===== config.mk =====
export PLATFORM = sky130hd
export DESIGN_NAME = bcd_display_scanner_flat
export DESIGN_NICKNAME = d
export VERILOG_FILES = /design/src/rtl/bcd_pkg.sv /design/src/rtl/bcd_display_scanner_if.sv /design/src/rtl/bcd_to_seg.sv /design/src/rtl/bcd_display_scanner.sv /design/src/flat_wrapper.sv
export SDC_FILE = /design/constraint.sdc
export NUM_CORES = 1
export LEC_CHECK = 0
export CAP_MARGIN = 20
export CORE_MARGIN = 3
export CORE_UTILIZATION = 58
export DETAILED_ROUTE_END_ITERATION = 10
export PLACE_DENSITY = 0.95
export SYNTH_ARGS = -nofsm -noshare
export SYNTH_HDL_FRONTEND = slang
export SYNTH_SLANG_ARGS = --single-unit
export TNS_END_PERCENT = 30

===== constraint.sdc =====
create_clock -name Clk -period 5 [get_ports Clk]
set_input_delay 0.5 -clock Clk [delete_from_list [all_inputs] [get_ports Clk]]
set_output_delay 0.5 -clock Clk [all_outputs]
set_load 0.005 [all_outputs]

===== src/rtl/bcd_pkg.sv =====
// Shared types and seven-segment constants for the BCD display scanner.
// Segment patterns are active-low {g,f,e,d,c,b,a}.
package bcd_pkg;

  localparam int unsigned NUM_DIGITS = 4;
  localparam int unsigned BCD_W      = 4;
  localparam int unsigned SEG_W      = 7;
  localparam int unsigned DATA_W     = NUM_DIGITS * BCD_W;

  typedef logic [BCD_W-1:0] bcd_t;
  typedef logic [SEG_W-1:0] seg_t;

  localparam seg_t SEG_0     = 7'b1000000;
  localparam seg_t SEG_1     = 7'b1111001;
  localparam seg_t SEG_2     = 7'b0100100;
  localparam seg_t SEG_3     = 7'b0110000;
  localparam seg_t SEG_4     = 7'b0011001;
  localparam seg_t SEG_5     = 7'b0010010;
  localparam seg_t SEG_6     = 7'b0000010;
  localparam seg_t SEG_7     = 7'b1111000;
  localparam seg_t SEG_8     = 7'b0000000;
  localparam seg_t SEG_9     = 7'b0010000;
  localparam seg_t SEG_DASH  = 7'b0111111;
  localparam seg_t SEG_BLANK = 7'b1111111;

  localparam logic [NUM_DIGITS-1:0] AN_OFF = 4'b1111;

endpackage


===== src/rtl/bcd_display_scanner_if.sv =====
// Digit data in, display pins out, between the counter bank and the scanner.
interface bcd_display_scanner_if;
  import bcd_pkg::*;

  logic                  Enable;
  logic [DATA_W-1:0]     DataIn;
  logic [NUM_DIGITS-1:0] DpIn;
  logic                  BlankLZ;
  logic [NUM_DIGITS-1:0] An;
  seg_t                  Seg;
  logic                  Dp;
  logic                  Frame;

  modport master (
    output Enable, DataIn, DpIn, BlankLZ,
    input  An, Seg, Dp, Frame
  );

  modport slave (
    input  Enable, DataIn, DpIn, BlankLZ,
    output An, Seg, Dp, Frame
  );
endinterface


===== src/rtl/bcd_to_seg.sv =====
// BCD digit to active-low seven-segment pattern; codes A-F show a dash.
module bcd_to_seg
  import bcd_pkg::*;
(
  input  bcd_t bcd,
  output seg_t seg
);

  always_comb begin
    seg = SEG_DASH;
    case (bcd)
      4'd0: seg = SEG_0;
      4'd1: seg = SEG_1;
      4'd2: seg = SEG_2;
      4'd3: seg = SEG_3;
      4'd4: seg = SEG_4;
      4'd5: seg = SEG_5;
      4'd6: seg = SEG_6;
      4'd7: seg = SEG_7;
      4'd8: seg = SEG_8;
      4'd9: seg = SEG_9;
      default: seg = SEG_DASH;
    endcase
  end

endmodule


===== src/rtl/bcd_display_scanner.sv =====
// Time-multiplexed driver for a 4-digit common-anode display; digits are
// snapshotted once per frame so a counting source never tears mid-scan.
module bcd_display_scanner
  import bcd_pkg::*;
#(
  parameter int unsigned REFRESH_DIV = 100000
) (
  input  logic                  Clk,
  input  logic                  Reset,
  bcd_display_scanner_if.slave  bus
);

  localparam int unsigned CNT_W = (REFRESH_DIV < 2) ? 1 : $clog2(REFRESH_DIV);
  localparam logic [CNT_W-1:0] CNT_LAST = CNT_W'(REFRESH_DIV - 1);

  if (REFRESH_DIV < 2) begin : g_div_check
    $error("bcd_display_scanner: REFRESH_DIV must be >= 2");
  end

  logic [CNT_W-1:0]              ref_cnt;
  logic [1:0]                    idx;
  bcd_t [NUM_DIGITS-1:0]         snap;
  logic [NUM_DIGITS-1:0]         snap_dp;
  logic                          primed;

  logic                          tick_c;
  logic                          load_c;
  logic [NUM_DIGITS-1:0]         lead_zero_c;
  logic                          blank_c;
  seg_t                          dec_seg_c;
  logic [NUM_DIGITS-1:0]         an_sel_c;

  assign tick_c = bus.Enable && (ref_cnt == CNT_LAST);
  assign load_c = bus.Enable && (!primed || (tick_c && idx == 2'd3));

  // lead_zero_c[k]: snapshot digits 3..k are all zero; digit 0 never blanks.
  always_comb begin
    lead_zero_c    = '0;
    lead_zero_c[3] = (snap[3] == 4'd0);
    lead_zero_c[2] = lead_zero_c[3] && (snap[2] == 4'd0);
    lead_zero_c[1] = lead_zero_c[2] && (snap[1] == 4'd0);
  end

  assign blank_c  = bus.BlankLZ && lead_zero_c[idx];
  assign an_sel_c = ~(4'b0001 << idx);

  bcd_to_seg u_dec (
    .bcd (snap[idx]),
    .seg (dec_seg_c)
  );

  always_ff @(posedge Clk) begin
    if (!Reset) begin
      ref_cnt   <= '0;
      idx       <= '0;
      snap      <= '0;
      snap_dp   <= '0;
      primed    <= 1'b0;
      bus.An    <= AN_OFF;
      bus.Seg   <= SEG_BLANK;
      bus.Dp    <= 1'b1;
      bus.Frame <= 1'b0;
    end else if (bus.Enable) begin
      if (load_c) begin
        snap    <= bus.DataIn;
        snap_dp <= bus.DpIn;
        primed  <= 1'b1;
      end
      if (tick_c) begin
        ref_cnt <= '0;
        idx     <= idx + 2'd1;
      end else begin
        ref_cnt <= ref_cnt + CNT_W'(1);
      end
      bus.An    <= an_sel_c;
      bus.Seg   <= blank_c ? SEG_BLANK : dec_seg_c;
      bus.Dp    <= ~snap_dp[idx];
      bus.Frame <= load_c;
    end else begin
      // Frozen: scan state holds, display dark.
      bus.An    <= AN_OFF;
      bus.Seg   <= SEG_BLANK;
      bus.Dp    <= 1'b1;
      bus.Frame <= 1'b0;
    end
  end

endmodule


===== src/flat_wrapper.sv =====
// flat-port wrapper written by rule: the top's interface ports become plain ports
module bcd_display_scanner_flat import bcd_pkg::*;
#(
  parameter int unsigned REFRESH_DIV = 100000
)
  (Clk, Reset, bus_Enable, bus_DataIn, bus_DpIn, bus_BlankLZ, bus_An, bus_Seg, bus_Dp, bus_Frame);
  bcd_display_scanner_if bus_i ();
  input  logic Clk;
  input  logic Reset;
  input wire logic [$bits(bus_i.Enable)-1:0] bus_Enable;
  input wire logic [$bits(bus_i.DataIn)-1:0] bus_DataIn;
  input wire logic [$bits(bus_i.DpIn)-1:0] bus_DpIn;
  input wire logic [$bits(bus_i.BlankLZ)-1:0] bus_BlankLZ;
  output wire logic [$bits(bus_i.An)-1:0] bus_An;
  output wire logic [$bits(bus_i.Seg)-1:0] bus_Seg;
  output wire logic [$bits(bus_i.Dp)-1:0] bus_Dp;
  output wire logic [$bits(bus_i.Frame)-1:0] bus_Frame;
  assign bus_i.Enable = bus_Enable;
  assign bus_i.DataIn = bus_DataIn;
  assign bus_i.DpIn = bus_DpIn;
  assign bus_i.BlankLZ = bus_BlankLZ;
  assign bus_An = bus_i.An;
  assign bus_Seg = bus_i.Seg;
  assign bus_Dp = bus_i.Dp;
  assign bus_Frame = bus_i.Frame;
  bcd_display_scanner #(.REFRESH_DIV(REFRESH_DIV)) u_core (.Clk(Clk), .Reset(Reset), .bus(bus_i));
endmodule

## Word level (Yosys, flattened, before mapping)

Memories as Yosys holds them, arrays and structs flattened. A register that Yosys moved wholly into a read port is not among the register bits.
Index checks and enable logic that the tools add are counted.

- Memory bits (read-only): 112
- Output and inout bits: 13
- Logic and storage cells: 44
- Bits of input ports: 24
- Memories: 1
- Register bits after elaboration: 46

- Eq/ne operators: 2
- Bitwise gates (word level): 4
- Muxes and demuxes: 7
- Reduce and logical (&&, ||, !) cells: 15
- Order comparisons: 1
- $add $sub $neg: 2
- Shifts and indexed selects: 1

Memories:

| memory | depth | width | rd ports | clocked after memory_dff | wr ports | RTL line | source |
|---|---|---|---|---|---|---|---|
| (name not given) | 16 | 7 | 1 | 1 | 0 | bcd_to_seg.sv:11 | `case (bcd)` |

Operators by type and width:

| cell | number |
|---|---|
| adder 17 x 1 -> 17 bit, second input constant | 1 |
| == test 17 bit, second input constant | 1 |
| 2-to-1 mux 17 bit | 1 |
| logical NOT 4 bit | 3 |
| binary-select mux 4 bit (select 2 bit) | 1 |
| logical AND 1 bit | 6 |
| AND reduction 2 bit | 3 |
| binary-select mux 1 bit (select 2 bit) | 2 |
| 2-to-1 mux 4 bit | 1 |
| inverter 4 bit | 1 |
| << shifter 1 x 2 -> 4 bit, first input constant | 1 |
| less-than comparator 2 x 3 -> 1 bit, second input constant | 1 |
| inverter 1 bit | 3 |
| OR reduction 3 bit | 1 |
| adder 2 x 1 -> 2 bit, second input constant | 1 |
| == test 2 bit, second input constant | 1 |
| 2-to-1 mux 1 bit | 2 |
| logical NOT 1 bit | 1 |
| logical OR 1 bit | 1 |

## Logic depth before layout (Yosys ltp)

- Word-level depth: 7
- Gate-level depth with buffers: 8
- Gate-level depth less buffers: 7

## Cells and area by module

A second synthesis with hierarchy kept.

- Cells, all modules: 280
- Area total of the unflattened synthesis: 2541.2 um^2

By module, submodules not included:

| module | instances | area each (um^2) | seq. area each (um^2) | cells an instance |
|---|---|---|---|---|
| bcd_display_scanner | 1 | 2301.0 | 1061.0 | 249 |
| bcd_to_seg | 1 | 240.2 | 0.0 | 31 |

## Worst setup path after synthesis

OpenSTA, ideal clock, no wires.

- Kind: register to register
- From: reg u_core.idx[0]
- To: reg u_core.bus.Seg[4]
- Arrival time: 1.860 ns
- Buffers on the path: 1
- Cell stages (with the launch flop): 9
- Clock period less this slack: 2.000 ns
- Required time: 4.860 ns
- Slack: 3.000 ns
- Library setup time: 0.140 ns
- Path through: dfxtp_1 buf_2 mux4_2 inv_1 ha_1 inv_1 mux2_2 o22ai_1 nand3_1

- Cells in the longest elaborated chain, start to end: 4
- Elaborated cells on any way between the ends: 6
- Classes of those cells: 4 x mux; 2 x reduce/logical

RTL lines:

| element | RTL line | source |
|---|---|---|
| start: declaration | bcd_display_scanner.sv:21 | `logic [1:0] idx;` |
| start signal: assignment | bcd_display_scanner.sv:71 | `idx <= idx + 2'd1;` |
| binary-select mux 1 bit (select 2 bit) | bcd_display_scanner.sv:44 | `assign blank_c = bus.BlankLZ && lead_zero_c[idx];` |
| 2-to-1 mux 1 bit (not written as such) | bcd_display_scanner.sv:44 |  |
| logical AND 1 bit | bcd_display_scanner.sv:44 |  |
| OR reduction 3 bit (no source line) | n/a |  |
| end: declaration | bcd_display_scanner_if.sv:21 | `output An, Seg, Dp, Frame` |

Several ways; a longest one is shown, not always the timed one. The select of a mux whose other input is x is not followed.
A chain may end at the register's enable or synchronous reset.

## Final worst setup path

- From: in bus_Enable
- To: reg u_core.ref_cnt[8]

- Cells in the longest elaborated chain, start to end: 2

RTL lines:

| element | RTL line | source |
|---|---|---|
| start: declaration | flat_wrapper.sv:10 | `input wire logic [$bits(bus_i.Enable)-1:0] bus_Enable;` |
| logical AND 1 bit | bcd_display_scanner.sv:33 | `assign tick_c = bus.Enable && (ref_cnt == CNT_LAST);` |
| 2-to-1 mux 17 bit | bcd_display_scanner.sv:69 | `if (tick_c) begin` |
| end signal: assignment | bcd_display_scanner.sv:73 | `ref_cnt <= ref_cnt + CNT_W'(1);` |
| end: declaration | bcd_display_scanner.sv:20 | `logic [CNT_W-1:0] ref_cnt;` |

Several ways; a longest one is shown, not always the timed one.

==> impl_summary.txt <==
----------------------------------------------------
[Setup path]
  Crit path max-delay cell type ... o21ai_1
  Crit path capture type ... register
  Ordered list of cells on the worst path ... clkdlybuf4s50_1 -> nand3_1 -> or4_1 -> o21ai_1 -> nor2_1
  Setup Crit Path Kind ... input port to register
  Critical Path AT ... 2.96 ns
  Required time reported for the critical path endpoint ... 5.17 ns
  Worst stage delay on the critical path ... 0.88 ns
  Startpoint type of the worst setup path ... input port
  Number of cell instances on the worst register-to-register path ... 5
  Largest fanout of any net on the critical path ... 15

[Cells and area]
  Most common cell after layout, fill and taps aside ... nand2_1
  Layout cells sized above 1 ... 5.26%
  Area growth from synthesis to final layout ... 19.2%
  Antenna diodes ... 0
  Filler Cells Inserted ... 280
  Total number of nets in the final design ... 337
  Commonest cells after routing, fill and taps aside ... 54 x nand2_1, 53 x dfxtp_1, 36 x clkdlybuf4s50_1

[Worst hold path]
  Kind of path behind the tightest hold check ... register to register
  Cell depth of the worst min-delay path ... 2

[Die]
  Die footprint ... 5100 µm²
  Initial core utilization ... 61.2%
  Row cnt ... 23
  Die Y ... 71.4 µm
  Standard cell core area ... 4060 µm²
  Number of placed I/O pins ... 37
  Horizontal extent of the die ... 71.4 µm

[Synth]
  Post-synth net total ... 309
  Ys Warns ... 0
  Gate count of the mapped netlist ... 275
  Prevailing post-synth register cell ... dfxtp_1
  Number of synthesized flops with an enable pin ... 0
  Netlist cell types ... 38
  Sequential element share of the synthesized area ... 42.7%
  Average size of a mapped cell ... 9.03 µm²
  Number of flip-flops and latches in the synthesized netlist ... 53
  Share of synthesized flip-flops with an asynchronous set or reset ... 0%
  Post-Synthesis Cell Area ... 2480 µm²

[STA]
  Worst slew slack as a fraction of its limit ... 28.8%
  Setup repair after global routing missed its margin ... no
  Final critical-path share of the clock period ... 55.9%
  Shortest clock period the worst path allows after layout ... 2.80 ns
  WHS ... 0.468 ns
  Clk_skew ... 0.00779 ns
  Worst setup slack after layout ... 2.20 ns
  Maximum clock rate ... 358 MHz
  Tightest Pin Transition ... 1.06 ns
  Final setup violation count ... 0
  Final Slew Violations ... 0
  Final Hold Viols ... 0
  Setup tns final ... 0 ns

[Placed design]
  Gpl congestion ... 0.878
  Number of port buffers ... 36
  Sum of net half-perimeters after detailed placement ... 3560 µm
  Post-Place Setup Slack ... 1.90 ns

[Global route]
  Tot GR Track Use ... 20.2%
  Most used routing layer in global routing ... met2
  Met3 usage ... 3.93%
  Sum of overflow across all layers after global routing ... 0
  Maximum number of pins on one net before global-route repair ... 48
  Met1 capacity usage during global routing ... 26.2%
  Antenna violations before repair ... 0
  Wire length of the first global-routing pass ... 8140 µm
  Vias in the first global route ... 1826
  Met2 routing resource usage after global routing ... 31.9%

[Drt]
  DRT Pass-1 Iters ... 6
  Antenna Violating Nets Remaining ... 0
  Starting DRC count in detailed routing ... 174
  Via density per instance ... 5.69
  Count of vias placed by the detailed router ... 2016
  Wire length after detailed routing ... 5020 µm
  Routed length per instance ... 14.2 µm
  Final routed DRC violation total ... 0

[Power and ir drop]
  Leakage power ... 1.14 nW
  Power per standard cell area ... 284 nW/µm²
  Worst vdd rail ir drop ... 0.182 mV
  Power after layout ... 0.840 mW

[Outcome]
  Outcome ... finished clean

[Clocking]
  CTS Sinks ... 53
  CTS H-tree lvls ... 2
  Source-to-sink clock delay at the later pin of the worst-skew pair ... 0.31 ns
  Clock tree root buffer cell ... clkbuf_8
  Number of buffers created by CTS ... 5
  Clock tree from TritonCTS ... done
  Clock-pin slew of the registers on the worst-case setup and hold paths ... 0.09 ns
  Maximum clock insertion buffer count ... 2
  Resize count post-CTS ... 0
  Post-CTS Hold Fix Bufs ... 0
  Setup repair bufs after CTS ... 0

[Run]
  Max-cap violations ... 0

----------------------------------------------------
## synth_stat cells (all sizes together), types with 2 or more instances
library cell  instances  share of area [%]
nor4                  2               0.50
o22ai                 3               0.76
and2                  4                1.0
nor2                 14                2.1
ha                   10                5.0
dfxtp                53                 43
mux2i                20                8.1
nand2                54                8.2
nand2b                5                1.3
mux4                  5                4.5
nand4                 6                1.5
o21a                  3               0.91
xor2                  6                2.1
o211ai                3               0.91
o31ai                 3               0.91
or4                   6                1.8
nor3                  5                1.0
nand3                 9                1.8
a21oi                 7                1.4
buf                   5                1.5
or3                   5                1.3
inv                  10                1.5
xnor2                 4                1.4
clkbuf               12                1.8
o21ai                 8                1.6
a21boi                3               0.91
## worst paths after layout
kind / start / end / slack (ns)
max: bus_Enable / u_core.ref_cnt[8] / 2.20
max reg2reg: u_core.ref_cnt[0] / u_core.ref_cnt[8] / 2.50
min reg2reg: u_core.snap_dp[1] / u_core.snap_dp[1] / 0.47
min: u_core.snap_dp[1] / u_core.snap_dp[1] / 0.47
## layout make-up
type	count	area [µm²]	area share (%)
Sequential cell	53	1060	35.9
Clock buffer	7	86.3	2.92
Multi-Input combinational cell	195	1300	44.0
Inverter	10	37.5	1.27
Tap cell	50	62.6	2.12
Clock inverter	1	30.0	1.02
Timing Repair Buffer	38	379	12.8
## routing by layer
layer	wire length, µm	up-vias
met2	2460	65
met5	0	-
met3	261	10
met1	2190	942
li1	-	999
met4	112	0
## metrics by stage
step / cells / instance area, µm² / util (%)
CTS: 353 / 2950 / 72.6
detailed placement: 345 / 2830 / 69.8
global placement: 345 / 2830 / 69.8
global route: 354 / 2960 / 72.9
finish: 354 / 2960 / 72.9
floorplan: 275 / 2480 / -
## sequential cells by signal, indices dropped and copies added, names as in the netlist
register / flops
u_core.idx: 2
u_core.bus.An: 4
u_core.ref_cnt: 17
u_core.snap: 16
u_core.bus.Seg: 7
u_core.bus.Frame: 1
u_core.snap_dp: 4
u_core.primed: 1
u_core.bus.Dp: 1
## report_power, final
group | internal [mW] | total, mW | leakage [nW] | switching [mW]
clock | 0.163 | 0.297 | 0.0585 | 0.134
sequential | 0.439 | 0.448 | 0.433 | 0.00966
combinational | 0.0512 | 0.0942 | 0.646 | 0.0430
total | 0.653 | 0.840 | 1.14 | 0.187
## worst max-delay path: cells and delay by family
kind,cells,cell delay [ns]
AND/OR/NAND/NOR,3,0.91
AO/OA/AOI/OAI,1,0.88
buffers and inverters,1,0.67
## cell families (layout without fill, tap and decap cells)
logic type	Yosys count	after routing	synth area share [%]
xor+xnor	10	10	3.53
mux	26	26	13.1
simple gates	116	116	22.4
flops	53	53	42.7
compound gates	33	33	8.42
buf+inv	27	56	4.84
fa+ha+maj	10	10	5.04
No activity file was read; power rests on OpenSTA's default activity.
